$ cat src/rtl/dlsc_axi_router_wr_scheduler.sv
// AXI router W-channel scheduler: command FIFO, beat counter, outstanding tracking.
// Optional DLSC_AXI_ROUTER_WR_SCHED_BYPASS_EN drives selects straight from an empty-FIFO push.
module dlsc_axi_router_wr_scheduler #(
    parameter int LEN      = 4,
    parameter int INPUTS   = 1,
    parameter int INPUTSB  = 1,
    parameter int OUTPUTS  = 1,
    parameter int OUTPUTSB = 1,
    parameter int DEPTH    = 8,
    parameter int MOT      = 4
) (
    input  logic                clk,
    input  logic                rst,
    input  logic                cmd_push,
    input  logic [INPUTS-1:0]   cmd_input_onehot,
    input  logic [OUTPUTS-1:0]  cmd_output_onehot,
    input  logic [INPUTSB-1:0]  cmd_input,
    input  logic [OUTPUTSB-1:0] cmd_output,
    input  logic [LEN-1:0]      cmd_len,
    output logic [INPUTS-1:0]   cmd_full_input,
    output logic [OUTPUTS-1:0]  cmd_full_output,
    output logic                sel_valid,
    output logic [INPUTS-1:0]   sel_input_onehot,
    output logic [OUTPUTS-1:0]  sel_output_onehot,
    output logic [INPUTSB-1:0]  sel_input,
    output logic [OUTPUTSB-1:0] sel_output,
    output logic                sel_last,
    input  logic                beat
);

    localparam int PTRB = (DEPTH > 1) ? $clog2(DEPTH) : 1;
    localparam int CNTB = $clog2(DEPTH + 1);
    localparam int MOTB = $clog2(MOT + 1);
    localparam int EW   = INPUTS + OUTPUTS + INPUTSB + OUTPUTSB + LEN;

    logic [EW-1:0]       mem_q [DEPTH];
    logic [PTRB-1:0]     wr_ptr_q, wr_ptr_d;
    logic [PTRB-1:0]     rd_ptr_q, rd_ptr_d;
    logic [CNTB-1:0]     cnt_q, cnt_d;
    logic [LEN-1:0]      bcnt_q, bcnt_d;
    logic [MOTB-1:0]     in_cnt_q  [INPUTS];
    logic [MOTB-1:0]     in_cnt_d  [INPUTS];
    logic [MOTB-1:0]     out_cnt_q [OUTPUTS];
    logic [MOTB-1:0]     out_cnt_d [OUTPUTS];

    logic [EW-1:0]       cmd_entry;
    logic [EW-1:0]       head_entry;
    logic [INPUTS-1:0]   h_in_oh;
    logic [OUTPUTS-1:0]  h_out_oh;
    logic [INPUTSB-1:0]  h_in;
    logic [OUTPUTSB-1:0] h_out;
    logic [LEN-1:0]      h_len;

    logic empty, full, bypass;
    logic pop, push_ok, wr_en, rd_en, fifo_near_full;

    assign cmd_entry = {cmd_input_onehot, cmd_output_onehot,
                        cmd_input, cmd_output, cmd_len};

    assign empty = (cnt_q == '0);
    assign full  = (cnt_q == CNTB'(DEPTH));

`ifdef DLSC_AXI_ROUTER_WR_SCHED_BYPASS_EN
    assign bypass = empty && cmd_push;
`else
    assign bypass = 1'b0;
`endif

    assign head_entry = bypass ? cmd_entry : mem_q[rd_ptr_q];
    assign {h_in_oh, h_out_oh, h_in, h_out, h_len} = head_entry;

    assign sel_valid         = !empty || bypass;
    assign sel_input_onehot  = h_in_oh;
    assign sel_output_onehot = h_out_oh;
    assign sel_input         = h_in;
    assign sel_output        = h_out;
    assign sel_last          = sel_valid && (bcnt_q == h_len);

    assign pop     = beat && sel_last;
    assign push_ok = cmd_push && !full;
    // A bypassed command that retires in its push cycle never occupies a slot.
    assign wr_en   = push_ok && !(bypass && pop);
    assign rd_en   = pop && !bypass;

    assign wr_ptr_d = wr_en ? wr_ptr_q + PTRB'(1) : wr_ptr_q;
    assign rd_ptr_d = rd_en ? rd_ptr_q + PTRB'(1) : rd_ptr_q;

    always_comb begin
        cnt_d = cnt_q;
        case ({wr_en, rd_en})
            2'b10:   cnt_d = cnt_q + CNTB'(1);
            2'b01:   cnt_d = cnt_q - CNTB'(1);
            default: cnt_d = cnt_q;
        endcase
    end

    always_comb begin
        bcnt_d = bcnt_q;
        if (sel_valid && beat) begin
            bcnt_d = pop ? '0 : bcnt_q + LEN'(1);
        end
    end

    always_comb begin
        for (int i = 0; i < INPUTS; i++) begin
            in_cnt_d[i] = in_cnt_q[i];
            case ({push_ok && cmd_input_onehot[i], pop && h_in_oh[i]})
                2'b10:   in_cnt_d[i] = in_cnt_q[i] + MOTB'(1);
                2'b01:   in_cnt_d[i] = in_cnt_q[i] - MOTB'(1);
                default: in_cnt_d[i] = in_cnt_q[i];
            endcase
        end
        for (int j = 0; j < OUTPUTS; j++) begin
            out_cnt_d[j] = out_cnt_q[j];
            case ({push_ok && cmd_output_onehot[j], pop && h_out_oh[j]})
                2'b10:   out_cnt_d[j] = out_cnt_q[j] + MOTB'(1);
                2'b01:   out_cnt_d[j] = out_cnt_q[j] - MOTB'(1);
                default: out_cnt_d[j] = out_cnt_q[j];
            endcase
        end
    end

    // The cmd_push terms cover the push already in flight from the command stage.
    assign fifo_near_full = ({1'b0, cnt_q} + (CNTB+1)'(cmd_push))
                            >= (CNTB+1)'(DEPTH);

    always_comb begin
        for (int i = 0; i < INPUTS; i++) begin
            cmd_full_input[i] = fifo_near_full ||
                (({1'b0, in_cnt_q[i]} +
                  (MOTB+1)'(cmd_push && cmd_input_onehot[i]))
                 >= (MOTB+1)'(MOT));
        end
        for (int j = 0; j < OUTPUTS; j++) begin
            cmd_full_output[j] = fifo_near_full ||
                (({1'b0, out_cnt_q[j]} +
                  (MOTB+1)'(cmd_push && cmd_output_onehot[j]))
                 >= (MOTB+1)'(MOT));
        end
    end

    always_ff @(posedge clk) begin
        if (wr_en) begin
            mem_q[wr_ptr_q] <= cmd_entry;
        end
    end

    always_ff @(posedge clk) begin
        if (rst) begin
            wr_ptr_q <= '0;
            rd_ptr_q <= '0;
            cnt_q    <= '0;
            bcnt_q   <= '0;
            for (int i = 0; i < INPUTS; i++) begin
                in_cnt_q[i] <= '0;
            end
            for (int j = 0; j < OUTPUTS; j++) begin
                out_cnt_q[j] <= '0;
            end
        end else begin
            wr_ptr_q <= wr_ptr_d;
            rd_ptr_q <= rd_ptr_d;
            cnt_q    <= cnt_d;
            bcnt_q   <= bcnt_d;
            for (int i = 0; i < INPUTS; i++) begin
                in_cnt_q[i] <= in_cnt_d[i];
            end
            for (int j = 0; j < OUTPUTS; j++) begin
                out_cnt_q[j] <= out_cnt_d[j];
            end
        end
    end

endmodule

$ cat config.mk
export PLATFORM = sky130hd
export DESIGN_NAME = dlsc_axi_router_wr_scheduler
export DESIGN_NICKNAME = d
export VERILOG_FILES = /design/src/rtl/dlsc_axi_router_wr_scheduler.sv
export SDC_FILE = /design/constraint.sdc
export NUM_CORES = 1
export LEC_CHECK = 0
export BUFFER_PORTS_ARGS = -buffer_cell sky130_fd_sc_hd__buf_2
export CAP_MARGIN = 20
export CORE_ASPECT_RATIO = 2
export CORE_MARGIN = 2
export CORE_UTILIZATION = 54
export DETAILED_ROUTE_END_ITERATION = 10
export HOLD_SLACK_MARGIN = 0.03
export MAX_ROUTING_LAYER = met4
export PLACE_DENSITY = 0.8
export SYNTH_ARGS = -nofsm -noshare
export SYNTH_HDL_FRONTEND = slang
export SYNTH_SLANG_ARGS = --single-unit
$ cat constraint.sdc
create_clock -name clk -period 3 [get_ports clk]
set_input_delay 0.15 -clock clk [delete_from_list [all_inputs] [get_ports clk]]
set_output_delay 0.15 -clock clk [all_outputs]
set_load 0.1 [all_outputs]
======== After elaboration in Yosys (flattened, before gate mapping) ========
Memory sizes are Yosys's and may differ from the RTL's. A register that Yosys moved wholly into a read port is not among the register bits.
Index checks and enable logic that the tools add are counted.
Widths: inputs -> output; s select.
word-level totals
  output and inout bits ................... 8
  memory bits (read-only) ................. 0
  memories kept ........................... 3
  flip-flop bits (word level) ............. 14
  memory bits (writable) .................. 70
  logic and storage cells ................. 63
  latch bits .............................. 0
operators by class
  mux-type cells .......................... 15
  bitwise logic cells ..................... 0
  divide/modulo/power cells ............... 0
  reduce and logical (&&, ||, !) cells .... 18
  multiply operators ...................... 0
  shift-type cells ........................ 0
  order comparisons ....................... 3
  add/sub/neg operators ................... 12
  eq/ne operators ......................... 8
memories
  name       depth  width  read ports  clocked after memory_dff  wr ports  line  source
  mem_q      8      8      1           1                         1         36    logic [EW-1:0] mem_q [DEPTH];
  in_cnt_q   1      3      1           0                         1         41    logic [MOTB-1:0] in_cnt_q [INPUTS];
  out_cnt_q  1      3      1           0                         1         43    logic [MOTB-1:0] out_cnt_q [OUTPUTS];
operators by type and width
  kind                 count
  $add 3x1->3 const B  4
  $mux 3               4
  $pmux 3 s2           2
  $logic_and 1x1->1    10
  $add 3x1->4          2
  $add 4x1->4 const B  2
  $ge 4x3->1 const B   2
  $pmux 4 s2           1
  $mux 1               7
  $eq 2x1->1 const B   3
  $eq 2x2->1 const B   3
  $reduce_or 3->1      2
  $sub 3x1->3 const B  2
  $add 4x1->5          1
  $ge 5x4->1 const B   1
  $eq 4x4->1           1
  $eq 4x4->1 const B   1
  $logic_not 4->1      1
  $mux 4               1
  $sub 4x1->4 const B  1
  $logic_not 1->1      2
  $logic_or 1x1->1     2
  $reduce_bool 2->1    1

======== Logic depth before layout (Yosys ltp) ========
  depth after elaboration ................. 8
  depth in mapped cells ................... 14
  depth with buffers taken out ............ 12

======== Worst setup path after synthesis ========
No wires, ideal clock.
  path kind ............................... register to register
  start point ............................. register cnt_q[1]
  end point ............................... register cnt_q[3]
  setup slack ............................. -231 ps
  arrival time ............................ 3,161 ps
  path buffers ............................ 0
  cell stages (with the launch flop) ...... 12
  path through ............................ dfxtp_1 > nor3_1 > or2b_1 > nand3_2 > nor3_4 > ha_1 > ha_1 > a21o_1 > a21oi_1 > xnor2_1 > or3_1 > a21oi_1
on the way
  word-level cells in the longest chain between the ends .. 6
  elaborated cells between the ends (all ways) .. 13
ends and longest elaborated chain
  element                                                 line  source
  start, declared                                         39    logic [CNTB-1:0] cnt_q, cnt_d;
  start signal, assigned                                  163   cnt_q <= cnt_d;
  $logic_not 4->1 (*)                                     60    assign empty = (cnt_q == '0);
  $logic_not 1->1 (*)                                     72    assign sel_valid = !empty || bypass;
  net sel_valid                                           22    output logic sel_valid,
  $logic_and 1x1->1 (*)                                   77    assign sel_last = sel_valid && (bcnt_q == h_len);
  $logic_and 1x1->1 (*)                                   79    assign pop = beat && sel_last;
  $eq 2x1->1 / $eq 2x2->1 (equally long branches)         90    case ({wr_en, rd_en})
  $pmux 4 s2 / $reduce_bool 2->1 (equally long branches)  --
Mark *: on every way through the listed nets, which the timed path passes. The rest lies on a longest branch.
A chain may end at the register's enable or synchronous reset.

==> impl_metrics.env <==
export IMPL_dp_worst_setup_slack_ns=-0.0791
export IMPL_n_antenna_cell=0
export IMPL_synthFlopType="edfxtp_1"
export IMPL_maxUsedRoutingLayer="met4"
export IMPL_fp_row_count=43
export IMPL_ys_types=41
export IMPL_final_cell_mix="64 x edfxtp_1, 22 x dfxtp_1, 20 x mux2i_1, 20 x nor2_1, 18 x buf_2"
export IMPL_firstDrtPassIters=4
export IMPL_status="finished with violations"
export IMPL_vias=2192
export IMPL_start_util_pct=55.0
export IMPL_setup_ws_ns=-0.0973
export IMPL_syn_area_mm2=0.00376
export IMPL_cts_buffers=9
export IMPL_io_buffers=19
export IMPL_rsz0062_at_grt="yes"
export IMPL_synth_seq_cells=87
export IMPL_syn_inst=251
export IMPL_clockRootBuffer="clkbuf_16"
export IMPL_syn_to_final_growth_pct=19.4
export IMPL_path_max_fanout=7
export IMPL_place_gp_congestion=0.771
export IMPL_cp_slowest_cell="mux4_2"
export IMPL_path_cells="buf_12 > buf_6 > mux2i_1 > mux4_2 > xor2_2 > o21ai_2 > nor3_4 > ha_4 > ha_4 > a21o_1 > a21oi_2 > xnor2_1 > or3_1 > a21oi_2"
export IMPL_met1Wirelength_um=2880
export IMPL_insertion_delay_ns=0.34
export IMPL_finClkSkew_ns=0.00976
export IMPL_core_mm2=0.00683
export IMPL_synth_edf_count=64
export IMPL_finalHoldViolations=0
export IMPL_overflow=0
export IMPL_htreeDepth=3
export IMPL_wl_per_cell_um=20.0
export IMPL_critPathLaunchType="flop"
export IMPL_power_density_mw_per_mm2=582
export IMPL_path_class="reg2reg"
export IMPL_clk_path_buf_depth=2
export IMPL_arrival_ns=3.36
export IMPL_drv_slew=0
export IMPL_antenna_found_initial=0
export IMPL_io_pins=20
export IMPL_violations="setup timing"
export IMPL_fillCellCount=510
export IMPL_finalInstanceArea_mm2=0.00448
export IMPL_synth_yosys_warnings=0
export IMPL_period_needed_ns=3.10
export IMPL_drt_iter0_markers=174
export IMPL_met2_length_um=4480
export IMPL_die_x_um=63.0
export IMPL_max_slew_margin_pct=36.0
export IMPL_met3_wirelength_um=284
export IMPL_ant_nets=0
export IMPL_grt_pass1_wl_um=12000
export IMPL_tightest_slew_ns=0.956
export IMPL_cpPeakStageDelay_ns=0.52
export IMPL_final_layout_size_suffix_gt1_share_pct=30.9
export IMPL_yosysSeqAreaShare_pct=63.4
export IMPL_async_reset_ff_share_pct=0
export IMPL_drt_vias_per_instance=5.65
export IMPL_min_path_type="in2reg"
export IMPL_post_dp_cell_area_mm2=0.00406
export IMPL_first_global_vias=2232
export IMPL_fmax_ghz=0.323
export IMPL_drc=0
export IMPL_worstPathRequired_ns=3.26
export IMPL_setup_viol=4
export IMPL_grt_max_degree=23
export IMPL_syn_nets=276
export IMPL_ir_drop_v=0.000477
export IMPL_clk_pin_slew_worst_paths_ns=0.07
export IMPL_cts_tree="yes"
export IMPL_crit_path_end_kind="flop"
export IMPL_drt_wl_total_um=7770
export IMPL_num_nets_final=318
export IMPL_grt_usage_pct=22.5
export IMPL_dp_hpwl_um=4950
export IMPL_avgSynthCellArea_um2=15.0
export IMPL_fin_tns_setup_ns=-0.179
export IMPL_leakage_nw=1.58
export IMPL_die_area_mm2=0.00768
export IMPL_min_period_over_period_pct=103
export IMPL_max_cap_violations=0
export IMPL_die_height_um=122
export IMPL_final_common_cell="edfxtp_1"
export IMPL_numClockSinks=87
==> sequential cells by signal, summed over array words and instances, names as in the netlist, named ones only <==
name and flops:
mem_q 64, rd_ptr_q 3, out_cnt_q 3, bcnt_q 4, in_cnt_q 3, wr_ptr_q 3, cnt_q 4
==> cell type report <==
type | instances | area, um2 | share of cell area [%]
Clock buffer | 10 | 229 | 5.11
Clock inverter | 6 | 53.8 | 1.20
Tap cell | 90 | 113 | 2.51
Timing Repair Buffer | 40 | 305 | 6.81
Inverter | 4 | 15.0 | 0.335
Multi-Input combinational cell | 151 | 1380 | 30.8
Sequential cell | 87 | 2390 | 53.2
==> power breakdown <==
group / total (mW) / switching [mW] / internal (mW) / leakage, nW
Clock: 1.04 / 0.462 / 0.575 / 0.136
Combinational: 0.231 / 0.154 / 0.0776 / 0.676
Sequential: 1.34 / 0.0229 / 1.32 / 0.769
Total: 2.61 / 0.639 / 1.97 / 1.58
==> Yosys cell counts, drive strengths merged (5+ instances only) <==
library cell   n  share of area [%]
nand3          8                1.2
buf            6                1.5
ha            10                3.3
o21ai          5               0.77
nor3           6                1.1
mux4          11                6.8
edfxtp        64                 51
nand2b         5               0.83
dfxtp         23                 12
mux2i         20                5.3
xor2          10                2.3
nor2          20                2.0
nand2         12                1.2
mux2           6                1.8
a21oi         11                1.5
==> layer usage <==
metal | GRT usage [%] | up-vias
li1 | - | 1021
met1 | 25.0 | 1109
met2 | 38.4 | 52
met3 | 4.34 | 10
met4 | 10.8 | 0
met5 | - | -
==> through the flow <==
stage | hold slack [ns] | total power [mW] | utilization [%] | std cells
2_1_floorplan | 0.249 | 1.52 | - | 251
3_3_place_gp | 0.413 | 1.58 | 59.3 | 367
3_5_place_dp | 0.417 | 1.59 | 59.3 | 367
4_1_cts | 0.0680 | 2.62 | 64.2 | 386
5_1_grt | 0.0805 | 2.71 | 65.6 | 388
6_report | 0.0759 | 2.61 | 65.6 | 388
==> logic make-up (layout without fill, tap and decap cells) <==
logic type | after synthesis | after routing | synth area share (%)
compound gates | 23 | 23 | 3.66
xor+xnor | 13 | 13 | 3.03
buf+inv | 13 | 60 | 2.20
simple gates | 65 | 65 | 8.83
flops | 87 | 87 | 63.4
mux | 37 | 37 | 13.9
fa+ha+maj | 13 | 13 | 4.93
==> path summary, 6_finish.rpt <==
kind | endpoint | cells past startpoint | slack (ns) | from
max | cnt_q[3]$_SDFFE_PP0P_ | 14 | -0.1 | flop
min | mem_q[4][5]$_DFFE_PP_ | 1 | 0.08 | cmd_input
max reg2reg | cnt_q[3]$_SDFFE_PP0P_ | 14 | -0.1 | flop
min reg2reg | rd_ptr_q[2]$_SDFFE_PP0N_ | 2 | 0.50 | rd_ptr_q[2]$_SDFFE_PP0N_
==> worst max-delay path: cells and delay by family (launching register included) <==
| kind | cells | cell delay, ns |
|---|---|---|
| mux | 2 | 0.62 |
| buf+inv | 2 | 0.25 |
| simple gates | 2 | 0.59 |
| compound gates | 4 | 0.52 |
| flops | 1 | 0.37 |
| xor+xnor | 2 | 0.27 |
| fa+ha+maj | 2 | 0.39 |
==> what timing repair did <==
action	in CTS	in global routing
endpoints found under the setup margin	3	5
pin swaps	3	11
gates cloned	0	1
buffers inserted	3	1
gates resized for setup	7	13
hold buffers	0	0
(Power assumes the default switching activity.)
